--- src/rtl/decode_flow_ctrl.sv ---
`default_nettype none
// ============================================================================
// Module   : decode_flow_ctrl
// Purpose  : Decode-stage holding register and valid/ready control between fetch and rename.
//            Provides free-register gating, illegal-opcode halt, flush drain and perf counters.
// Revision : 1.0
// ============================================================================
module decode_flow_ctrl #(
    parameter int N_PHYS       = 64,
    parameter int PREG_RESERVE = 0,
    parameter int FLUSH_CYCLES = 2,
    parameter int CNT_W        = 32,
    parameter int FREE_W       = $clog2(N_PHYS + 1)
) (
    input  logic              clk,
    input  logic              reset,
    input  logic              fetch_valid_i,
    output logic              fetch_ready_o,
    input  logic [31:0]       fetch_pc_i,
    input  logic [31:0]       fetch_inst_i,
    output logic [31:0]       dec_pc_o,
    output logic [31:0]       dec_inst_o,
    input  logic              dec_illegal_i,
    input  logic              dec_regwrite_i,
    input  logic [4:0]        dec_rd_i,
    output logic              ren_valid_o,
    input  logic              ren_ready_i,
    input  logic [FREE_W-1:0] free_cnt_i,
    input  logic              flush_i,
    output logic              halt_o,
    output logic [31:0]       illegal_pc_o,
    output logic [CNT_W-1:0]  inst_count_o,
    output logic [CNT_W-1:0]  stall_count_o
);

    localparam int FC_W = (FLUSH_CYCLES > 1) ? $clog2(FLUSH_CYCLES) : 1;

    typedef enum logic [1:0] {
        ST_RUN   = 2'd0,
        ST_FLUSH = 2'd1,
        ST_HALT  = 2'd2
    } state_t;

    state_t          state;
    logic            v;
    logic [FC_W-1:0] flush_cnt;

    logic needs_preg;
    logic can_go;
    logic fire;
    logic accept;

    assign needs_preg = dec_regwrite_i && (dec_rd_i != 5'd0);
    assign can_go     = !needs_preg || (free_cnt_i > FREE_W'(PREG_RESERVE));

    always_comb begin
        ren_valid_o   = 1'b0;
        fetch_ready_o = 1'b0;
        case (state)
            ST_RUN: begin
                // ren_valid_o is built without ren_ready_i so rename can depend on it
                ren_valid_o   = v && !dec_illegal_i && can_go;
                fetch_ready_o = !v || (ren_valid_o && ren_ready_i);
            end
            ST_FLUSH: fetch_ready_o = 1'b1;
            default: begin
                ren_valid_o   = 1'b0;
                fetch_ready_o = 1'b0;
            end
        endcase
    end

    assign fire   = ren_valid_o && ren_ready_i;
    assign accept = fetch_valid_i && fetch_ready_o;

    always_ff @(posedge clk) begin
        if (reset) begin
            state         <= ST_RUN;
            v             <= 1'b0;
            flush_cnt     <= '0;
            dec_pc_o      <= '0;
            dec_inst_o    <= '0;
            halt_o        <= 1'b0;
            illegal_pc_o  <= '0;
            inst_count_o  <= '0;
            stall_count_o <= '0;
        end else if (flush_i) begin
            state     <= ST_FLUSH;
            v         <= 1'b0;
            halt_o    <= 1'b0;
            flush_cnt <= FC_W'(FLUSH_CYCLES - 1);
        end else begin
            case (state)
                ST_RUN: begin
                    if (v && dec_illegal_i) begin
                        state        <= ST_HALT;
                        halt_o       <= 1'b1;
                        illegal_pc_o <= dec_pc_o;
                    end else begin
                        if (accept) begin
                            v          <= 1'b1;
                            dec_pc_o   <= fetch_pc_i;
                            dec_inst_o <= fetch_inst_i;
                        end else if (fire) begin
                            v <= 1'b0;
                        end
                        if (fire && (inst_count_o != {CNT_W{1'b1}}))
                            inst_count_o <= inst_count_o + CNT_W'(1);
                        if (v && !fire && (stall_count_o != {CNT_W{1'b1}}))
                            stall_count_o <= stall_count_o + CNT_W'(1);
                    end
                end
                ST_FLUSH: begin
                    // beats arriving here are stale and are dropped
                    if (flush_cnt == '0)
                        state <= ST_RUN;
                    else
                        flush_cnt <= flush_cnt - FC_W'(1);
                end
                default: state <= ST_HALT;
            endcase
        end
    end

endmodule
`default_nettype wire

--- config.mk ---
export PLATFORM = sky130hd
export DESIGN_NAME = decode_flow_ctrl
export DESIGN_NICKNAME = d
export VERILOG_FILES = /design/src/rtl/decode_flow_ctrl.sv
export SDC_FILE = /design/constraint.sdc
export NUM_CORES = 1
export LEC_CHECK = 0
export CORE_MARGIN = 1.5
export CORE_UTILIZATION = 25
export CTS_CLUSTER_DIAMETER = 40
export CTS_CLUSTER_SIZE = 28
export DETAILED_ROUTE_END_ITERATION = 8
export REMOVE_ABC_BUFFERS = 1
export SYNTH_ARGS = -nofsm -noshare
export SYNTH_HDL_FRONTEND = slang
export SYNTH_SLANG_ARGS = --single-unit
--- constraint.sdc ---
create_clock -name clk -period 3.2 [get_ports clk]
set_input_delay 0.48 -clock clk [delete_from_list [all_inputs] [get_ports clk]]
set_output_delay 0.48 -clock clk [all_outputs]
set_load 0.02 [all_outputs]
==> impl_metrics.py <==
metrics = {
    "critical_path": {
        "cp-start-kind": "primary input",
        "worstPathArrival_ns": 2.39,
        "cpMostUsedCell": "clkdlybuf4s50_1",
        "cpMaxStageDelayCell": "clkdlybuf4s50_1",
        "cp_cell_sequence": "clkdlybuf4s50_1 -> or4_1 -> o211a_1 -> nor2_1 -> clkdlybuf4s50_1",
        "path_class": "primary input to primary output",
        "critPathCaptureType": "primary output",
        "path_buf_inv": 2,
        "regToRegStartpoint": "inst_count_o[0]",
        "rr_worst_depth": 6,
        "critPathTopFamily": "buffers and inverters",
        "cp_num_cells": 5,
        "path_max_fanout": 2,
        "slowest_delay_ns": 0.61,
        "crit_start": "dec_rd_i[0]",
        "cp.required_ns": 2.72,
    },
    "grt": {
        "grt_max_degree": 93,
        "grt_use_total": 0.1476,
        "grt_antenna_before_repair": 1,
        "grt_pass1_vias": 6382,
        "overflow": 0,
        "grt_pass1_wl_um": 34170,
    },
    "synth": {
        "ys_seq_area_frac": 0.4758,
        "synth-seq-cells": 165,
        "synth_ff_type": "dfxtp_1",
        "yosysWarnings": 0,
        "async_reset_ff_frac": 0,
        "synth_edf_count": 0,
        "synth_area_mm2": 0.006943,
        "synth.distinct_cells": 44,
        "syn_avg_cell_area_um2": 8.036,
        "synth_cells": 864,
    },
    "place": {
        "dpl-instance-area_mm2": 0.009892,
        "dp_cells": 1448,
        "dp_hpwl_um": 14470,
        "placement.io_buffers": 245,
        "place_congestion": 0.7693,
    },
    "routing": {
        "via_per_inst": 4.685,
        "postRouteAntennaNets": 0,
        "drc": 0,
        "drt_iter0_markers": 402,
        "drt-wirelength-per-cell_um": 14.55,
        "vias": 6939,
        "dr.pass1.iters": 5,
        "wirelength_um": 21550,
    },
    "worst_hold_path": {
        "min_path_type": "register to register",
        "whs_path_depth": 2,
        "hp-start": "illegal_pc_o[19]",
    },
    "sta": {
        "fin_crit_ns": 2.869,
        "slew_viol_final": 0,
        "finalHoldViolations": 0,
        "max_freq_mhz": 348.5,
        "fin_setup_tns_ns": 0,
        "setup_violations": 0,
        "relSlewSlack": 0.5284,
        "grt_setup_unrepaired": "no",
        "finalCritPeriodShare": 0.8967,
        "worst_slew_pin_slew_ns": 0.7073,
        "fin_skew_ns": 0.01170,
    },
    "clock_tree": {
        "cts_tree": "done",
        "ctsHoldBuffers": 0,
        "cts_sinks": 165,
        "cts-resized-gates": 0,
        "cts-buffers-inserted": 17,
        "clkSlewWorstSetupHoldPaths_ns": 0.07,
        "root_buffer": "clkbuf_16",
        "cts_setup_buffers": 0,
        "cts.path.max_buffers": 2,
        "clkLatencyLatePin_ns": 0.43,
        "htree_levels": 4,
    },
    "floorplanning": {
        "start_util": 0.2562,
        "rows": 60,
        "die_w_um": 169.7,
        "dieArea_mm2": 0.02878,
        "die_height_um": 169.7,
        "core-area_mm2": 0.02710,
        "pin_count": 246,
    },
    "cells_and_area": {
        "fill_cells": 2764,
        "area_delta_synth_final_pct": 51.59,
        "fin_area_mm2": 0.01053,
        "drive_gt1_frac": 0.08664,
        "final_cells": 1481,
        "num-nets-final": 1180,
    },
    "power": {
        "peakVddDrop_mv": 0.2524,
        "powerDensity_mw_per_mm2": 449.0,
        "total_leakage_power_nw": 3.368,
    },
    "run_status": {
        "status": "completed",
    },
    "flow_run": {
        "drv_cap": 0,
    },
}
## layout make-up
cell class / count / area, µm² / area share
Antenna cell: 1 / 2.502 / 0.0002378
Clock buffer: 18 / 439.2 / 0.04173
Clock inverter: 14 / 191.4 / 0.01819
Inverter: 9 / 33.78 / 0.003210
Multi-Input combinational cell: 633 / 3396 / 0.3226
Sequential cell: 165 / 3303 / 0.3138
Tap cell: 372 / 465.4 / 0.04422
Timing Repair Buffer: 269 / 2694 / 0.2559
## per-layer routing
layer,global-route usage,up-vias,part of all wire
met5,0,-,0
met4,0.04002,0,0.0096
met3,0.04081,10,0.058
met2,0.2489,202,0.49
met1,0.1841,3217,0.44
li1,-,3510,-
## logic make-up (layout without fill, tap and decap cells)
logic type,Yosys count,after routing,synth area share
flip-flops,165,165,0.4758
buffers and inverters,66,310,0.03784
AND/OR/NAND/NOR,411,411,0.2876
multiplexers,22,22,0.03568
adder cells (fa/ha/maj),2,2,0.003604
AO/OA/AOI/OAI,198,198,0.1595
other,0,1,0
## worst min-delay path, cell delays in order, from the launching register on
cell,delay (ns)
dfxtp_1,0.31
nand2_1,0.05
a21oi_1,0.05
## stage by stage
stage                     power (mW)  utilization  hold slack, ns  setup WS [ns]
after global placement         2.555       0.3650          0.4411         0.1043
after detailed placement       2.556       0.3650          0.4459        0.05670
after floorplan                2.289            -          0.4509         0.1307
final                          4.726       0.3884          0.4519         0.3307
after global routing           4.925       0.3884          0.4724         0.2712
after CTS                      4.811       0.3883          0.4558         0.3290
## final timing paths
path / slack, ns / to
setup / recovery: 0.33 / ren_valid_o
hold / removal: 0.45 / illegal_pc_o[19]
setup reg to reg: 0.59 / inst_count_o[18]
hold reg to reg: 0.45 / illegal_pc_o[19]
## cell usage in the layout, fill, tap and decap left out, types with 4 or more instances in the layout
cell	instances
buf_4	20
or4_1	29
o21ai_0	19
inv_1	9
nor4b_1	7
nor3_1	13
nand2_1	217
clkdlybuf4s50_1	243
dfxtp_1	165
inv_8	4
nor2_1	35
nor2b_1	20
nor4_1	14
buf_12	5
nand3_1	21
clkbuf_16	17
a21oi_1	138
o31ai_1	25
or2_2	4
nand4_1	16
mux2_2	22
or3_1	20
## state kept, by name, indices dropped and copies added, names as in the netlist
name	flops
flush_cnt	1
inst_count_o	32
stall_count_o	32
state	2
dec_pc_o	32
v	1
illegal_pc_o	32
halt_o	1
dec_inst_o	32
## cells in the mapped netlist, drive strengths merged (3+ instances only)
| cell | count | area [µm²] |
|---|---|---|
| a31oi | 3 | 18.77 |
| or2 | 5 | 33.78 |
| inv | 9 | 33.78 |
| nor2 | 35 | 131.4 |
| o31ai | 25 | 187.7 |
| mux2 | 22 | 247.7 |
| nand4 | 16 | 100.1 |
| or4 | 29 | 217.7 |
| or3b | 3 | 26.28 |
| or3 | 20 | 125.1 |
| nor4 | 15 | 108.9 |
| nand3 | 21 | 105.1 |
| dfxtp | 165 | 3303 |
| clkbuf | 46 | 172.7 |
| buf | 11 | 56.30 |
| nor3 | 16 | 85.08 |
| nor2b | 20 | 125.1 |
| a21oi | 138 | 690.7 |
| nor4b | 7 | 61.31 |
| o21ai | 20 | 103.9 |
| nand2 | 217 | 814.5 |
## power by group
part	total (mW)	internal (mW)	switching [mW]
Sequential	2.12	2.09	0.0247
Clock	2.22	1.28	0.940
Combinational	0.388	0.196	0.191
(Power assumes the default switching activity.)
